==> src/rtl/dmem_arb_pkg.sv <==
// Shared types and constants for the data-memory arbiter.
// Latency: n/a (types only).
// Backpressure: n/a (types only).
package dmem_arb_pkg;

    // Registered owner of the port in the previous cycle.
    typedef enum logic [1:0] {
        IDLE,
        CORE,
        EXT
    } arb_state_t;

    // Tag carried with each read so the returning data reaches the right requester.
    typedef enum logic {
        OWN_CORE,
        OWN_EXT
    } owner_t;

    localparam logic [3:0] BE_ALL = 4'b1111;

    // Writes strobe only the requested bytes; reads always fetch the full word.
    function automatic logic [3:0] mem_en_of(input logic we, input logic [3:0] be);
        return we ? be : BE_ALL;
    endfunction

endpackage

==> src/rtl/arb_starve_ctr.sv <==
// Saturating count of consecutive cycles the external requester was refused.
// Latency: count updates one cycle after the refused/granted cycle.
// Backpressure: none; sat tells the arbiter to force the next ext grant.
// Ports: clk, rst_n, ext_req, ext_gnt in; cnt, sat out.
module arb_starve_ctr #(
    parameter int STARVE_MAX = 8,
    localparam int CNT_W     = $clog2(STARVE_MAX + 1)
) (
    input  logic             clk,
    input  logic             rst_n,
    input  logic             ext_req,
    input  logic             ext_gnt,
    output logic [CNT_W-1:0] cnt,
    output logic             sat
);

    assign sat = (cnt == CNT_W'(STARVE_MAX - 1));

    // Any grant or a dropped request breaks the starvation run.
    always_ff @(posedge clk or negedge rst_n) begin
        if (!rst_n) begin
            cnt <= '0;
        end else if (ext_req && !ext_gnt) begin
            if (!sat) begin
                cnt <= cnt + CNT_W'(1);
            end
        end else begin
            cnt <= '0;
        end
    end

endmodule

==> src/rtl/dmem_arbiter.sv <==
// Core/external arbiter for a shared single-port data memory; core has priority.
// Latency: grant and memory drive are combinational; read data returns one cycle after grant.
// Backpressure: core_stall holds the core's MEM stage on a forced ext beat; ext waits for ext_gnt.
// Ports: clk, rst_n; core_* request/stall/rdata; ext_* request/gnt/rvalid/rdata;
//        mem_* drive to the memory, mem_dout back from it.
// Option: define DMEM_ARB_LOCK_EN to add ext_lock, letting ext hold the port across beats.
module dmem_arbiter
    import dmem_arb_pkg::*;
#(
    parameter int ADDR_W     = 12,
    parameter int STARVE_MAX = 8
) (
    input  logic              clk,
    input  logic              rst_n,
    input  logic              core_req,
    input  logic              core_we,
    input  logic [3:0]        core_be,
    input  logic [ADDR_W-1:0] core_addr,
    input  logic [31:0]       core_wdata,
    output logic              core_stall,
    output logic [31:0]       core_rdata,
    input  logic              ext_req,
    input  logic              ext_we,
    input  logic [3:0]        ext_be,
    input  logic [ADDR_W-1:0] ext_addr,
    input  logic [31:0]       ext_wdata,
`ifdef DMEM_ARB_LOCK_EN
    input  logic              ext_lock,
`endif
    output logic              ext_gnt,
    output logic              ext_rvalid,
    output logic [31:0]       ext_rdata,
    output logic              mem_we,
    output logic [3:0]        mem_en,
    output logic [ADDR_W-1:0] mem_addr,
    output logic [31:0]       mem_din,
    input  logic [31:0]       mem_dout
);

    arb_state_t state_q, state_d;
    logic       req_c, req_e;
    logic       gnt_core, gnt_ext;
    logic       force_ext, lock_keep, starve_sat;
    logic [$clog2(STARVE_MAX + 1)-1:0] starve_cnt;

    logic       rd_vld_q;
    owner_t     rd_own_q;
    logic [31:0] core_rdata_q, ext_rdata_q;

    // Requests are masked while reset is held so every output sits at its idle value.
    assign req_c = core_req & rst_n;
    assign req_e = ext_req & rst_n;

    // A starved ext wins once; the EXT-state check keeps it to a single beat
    // even when STARVE_MAX is so small that the counter is always saturated.
    assign force_ext = req_e & starve_sat & (state_q != EXT);

`ifdef DMEM_ARB_LOCK_EN
    assign lock_keep  = (state_q == EXT) & ext_lock & req_e;
    assign core_stall = gnt_ext & (req_c | ext_lock);
`else
    assign lock_keep  = 1'b0;
    assign core_stall = gnt_ext & req_c;
`endif

    arb_starve_ctr #(
        .STARVE_MAX (STARVE_MAX)
    ) u_starve (
        .clk     (clk),
        .rst_n   (rst_n),
        .ext_req (req_e),
        .ext_gnt (gnt_ext),
        .cnt     (starve_cnt),
        .sat     (starve_sat)
    );

    always_ff @(posedge clk or negedge rst_n) begin
        if (!rst_n) begin
            state_q <= IDLE;
        end else begin
            state_q <= state_d;
        end
    end

    // Next state is whoever owns the port this cycle.
    always_comb begin
        gnt_core = 1'b0;
        gnt_ext  = 1'b0;
        state_d  = IDLE;
        if (req_e && (!req_c || force_ext || lock_keep)) begin
            gnt_ext = 1'b1;
            state_d = EXT;
        end else if (req_c) begin
            gnt_core = 1'b1;
            state_d  = CORE;
        end
    end

    assign ext_gnt  = gnt_ext;
    assign mem_addr = gnt_ext ? ext_addr  : core_addr;
    assign mem_din  = gnt_ext ? ext_wdata : core_wdata;
    assign mem_we   = gnt_ext ? ext_we    : (gnt_core & core_we);
    assign mem_en   = gnt_ext  ? mem_en_of(ext_we, ext_be)   :
                      gnt_core ? mem_en_of(core_we, core_be) : 4'b0000;

    always_ff @(posedge clk or negedge rst_n) begin
        if (!rst_n) begin
            rd_vld_q <= 1'b0;
            rd_own_q <= OWN_CORE;
        end else begin
            rd_vld_q <= (gnt_core & ~core_we) | (gnt_ext & ~ext_we);
            rd_own_q <= gnt_ext ? OWN_EXT : OWN_CORE;
        end
    end

    // Read data bypasses the holding registers on the return cycle so it is
    // visible one cycle after grant, then is held until the next owned read.
    assign ext_rvalid = rd_vld_q & (rd_own_q == OWN_EXT);
    assign core_rdata = (rd_vld_q && rd_own_q == OWN_CORE) ? mem_dout : core_rdata_q;
    assign ext_rdata  = ext_rvalid ? mem_dout : ext_rdata_q;

    always_ff @(posedge clk or negedge rst_n) begin
        if (!rst_n) begin
            core_rdata_q <= '0;
            ext_rdata_q  <= '0;
        end else begin
            core_rdata_q <= core_rdata;
            ext_rdata_q  <= ext_rdata;
        end
    end

endmodule

==> config.mk <==
export PLATFORM = sky130hd
export DESIGN_NAME = dmem_arbiter
export DESIGN_NICKNAME = d
export VERILOG_FILES = /design/src/rtl/dmem_arb_pkg.sv /design/src/rtl/arb_starve_ctr.sv /design/src/rtl/dmem_arbiter.sv
export SDC_FILE = /design/constraint.sdc
export NUM_CORES = 1
export LEC_CHECK = 0
export BUFFER_PORTS_ARGS = -buffer_cell sky130_fd_sc_hd__buf_2
export CORE_AREA = 3 3 97 99
export CTS_CLUSTER_SIZE = 30
export DETAILED_ROUTE_END_ITERATION = 6
export DIE_AREA = 0 0 100 102
export GPL_ROUTABILITY_DRIVEN = 0
export PLACE_DENSITY = 0.8
export SLEW_MARGIN = 20
export SYNTH_ARGS = -nofsm -noshare
export SYNTH_HDL_FRONTEND = slang
export SYNTH_SLANG_ARGS = --single-unit
==> constraint.sdc <==
create_clock -name clk -period 2.1 [get_ports clk]
set_input_delay 0.21 -clock clk [delete_from_list [all_inputs] [get_ports clk]]
set_output_delay 0.21 -clock clk [all_outputs]
set_load 0.005 [all_outputs]
==> reports/metrics.cfg <==
[outcome]
outcome = finished with violations
violations = negative setup slack

[die]
ioPinCount = 250
die_w_um = 100
core_area_um2 = 8640
start_util_pct = 40.6
rows = 34
dieArea_um2 = 10200
die-height_um = 102

[timing]
tns_ns = -4.42
fin_worst_skew_ns = 0.00778
finalSetupViolations = 44
rsz0062_at_grt = true
hold_viol = 0
fmaxAchievable_ghz = 0.449
period_share_pct = 106
hold_ws_ns = 0.107
worst_slack_ns = -0.125
tightest_slew_ns = 0.655
slew_headroom_pct = 56.4
slew_violations = 0
min_period_ns = 2.23

[power_and_ir_drop]
p_per_area_nw_per_um2 = 757
ir_drop_v = 0.000335
leakagePower_nw = 2.99
p_total_mw = 4.21

[drt]
wl_mm = 11.0
num_vias = 3078
drtIter0Drc = 98
dr.pass1.iters = 4
drc = 0
ant_nets = 0
via_per_inst = 4.96
wl_per_cell_um = 17.8

[cells_and_area]
layout_common_cells = 216 x buf_2, 71 x dfrtp_1, 68 x mux2_2
final_common_cell = buf_2
drive_gt1_share_pct = 77.9
nNetsFinal = 642
areaGrowthSynthToFinish_pct = 58.6
finalInstanceArea_um2 = 5560
num_antenna_cells = 0

[placement]
place_area_um2 = 4910
place_hpwl_mm = 8.21
portBuffers = 249

[logic_synthesis]
post_synth.cell_area_avg_um2 = 14.9
ys_seq_area_share_pct = 50.7
yosys.area_share.simple_pct = 3.32
synth_compound_area_share_pct = 3.32
synth.yosys.warnings = 0
synthXorXnorAreaFrac_pct = 0.250
synth_fa_ha_area_share_pct = 0.357
syn_area_um2 = 3500
synthCells = 236
muxShareOfSynthArea_pct = 39.2
synth_fp_nets = 371
synth_cell_types = 27
synth_top_family_by_area = multiplexers
synth_seq_cells = 71

[clock_network]
h-tree-depth = 3
clk_pin_slew_worst_paths_ns = 0.08
worstSkewPairLatency_ns = 0.34
numCtsBuffers = 9
cts_root_buffer = clkbuf_8
cts_buffer_depth = 2
tritoncts = done
cts_sinks = 71

[grt]
gr-total-overflow = 0
grt_max_degree = 54
grt_use_total_pct = 20.9
antenna_found_initial = 0
grt_pass1_wl_mm = 16.5
grt_pass1_vias = 3207

[flow_run]
maxCapViolations = 0

[worst_setup_path]
crit_type = reg2out
cp.arrival_ns = 2.02
crit_required_ns = 1.89
cp_max_fo = 8
start_kind = register
rrSetupSlack_ns = 0.60
worstSetupEndpointType = primary output

[hold_path]
hp-class = in2reg

## kinds of logic (layout without fill, tap and decap cells)
group | count (synthesis) | after routing
AO/OA/AOI/OAI | 18 | 18
XOR/XNOR | 1 | 1
adder cells (fa/ha/maj) | 1 | 1
buffers and inverters | 18 | 294
flip-flops | 71 | 71
multiplexers | 109 | 109
AND/OR/NAND/NOR | 18 | 18
## timing repair
item | CTS | global route
gates cloned | 3 | 0
pin swaps | 3 | 0
setup endpoints to repair | 50 | 50
resized for setup | 41 | 3
setup buffers | 10 | 1
hold buffers | 1 | 0
endpoints found under the hold margin | 18 | 0
## cell usage after synthesis
library cell / number / area share (%)
a21oi_1: 1 / 0.14
buf_1: 3 / 0.32
buf_2: 3 / 0.43
buf_6: 4 / 1.3
clkbuf_1: 2 / 0.21
dfrtp_1: 71 / 51
ha_1: 1 / 0.36
inv_1: 6 / 0.64
mux2_1: 1 / 0.32
mux2_2: 68 / 22
mux2_4: 39 / 17
mux2i_1: 1 / 0.29
nand2_1: 5 / 0.54
nand2b_1: 1 / 0.18
nand3_1: 2 / 0.29
nand3_4: 1 / 0.50
nand3b_4: 1 / 0.57
nor2_1: 1 / 0.11
nor2b_1: 1 / 0.18
nor3_1: 5 / 0.71
nor4b_1: 1 / 0.25
o21ai_0: 9 / 1.3
o21ai_4: 1 / 0.46
o22ai_1: 4 / 0.71
o31ai_1: 1 / 0.21
o32ai_1: 2 / 0.50
xnor2_1: 1 / 0.25
## sequential cells by signal, summed over array words and instances (netlist names)
| register | cells |
|---|---|
| core_rdata_q | 32 |
| ext_rdata_q | 32 |
| u_starve.cnt | 4 |
| rd_own_q | 1 |
| rd_vld_q | 1 |
| state_q | 1 |
## final timing paths
check | cells past startpoint | start | endpoint
setup / recovery | 8 | u_starve.cnt[1] | mem_din[5]
hold / removal | 2 | core_we | rd_vld_q
setup reg to reg | 6 | u_starve.cnt[1] | rd_vld_q
hold reg to reg | 1 | core_rdata_q[24] | core_rdata_q[24]
max in group asynchronous | 3 | rst_n | core_rdata_q[29]
min in group asynchronous | 2 | rst_n | rd_own_q
## through the flow
stage,worst slack (ns),utilization [%],std cells
after floorplan,0.282,-,236
after global placement,0.113,56.8,589
after detailed placement,0.0279,56.8,589
after CTS,-0.152,64.1,619
after global routing,-0.235,64.4,620
final,-0.125,64.4,620
## final cells by class
| class | count | area, um^2 |
|---|---|---|
| Clock inverter | 6 | 91.3 |
| Timing Repair Buffer | 272 | 1750 |
| Inverter | 6 | 22.5 |
| Fill cell | 704 | 3080 |
| Clock buffer | 10 | 138 |
| Multi-Input combinational cell | 147 | 1640 |
| Sequential cell | 71 | 1780 |
| Tap cell | 108 | 135 |
## where the power goes
part	leakage [nW]	switching [mW]	internal [mW]
Sequential	0.841	0.0689	1.66
Combinational	2.03	0.521	0.732
Clock	0.117	0.524	0.708
## per-layer routing
layer / GRT usage, % / routed length, um / vias up
li1: - / - / 1398
met1: 25.4 / 4150 / 1509
met2: 35.5 / 5780 / 151
met3: 4.98 / 865 / 20
met4: 9.22 / 253 / 0
met5: 0 / 0 / -
## critical path, stage by stage (launching register included)
cell and delay [ns]:
dfrtp_1 0.41, ha_4 0.17, nand3b_4 0.09, o21ai_4 0.16
nand3_4 0.12, buf_6 0.16, buf_16 0.14, mux2_4 0.31
buf_6 0.12
(Power assumes the default switching activity.)
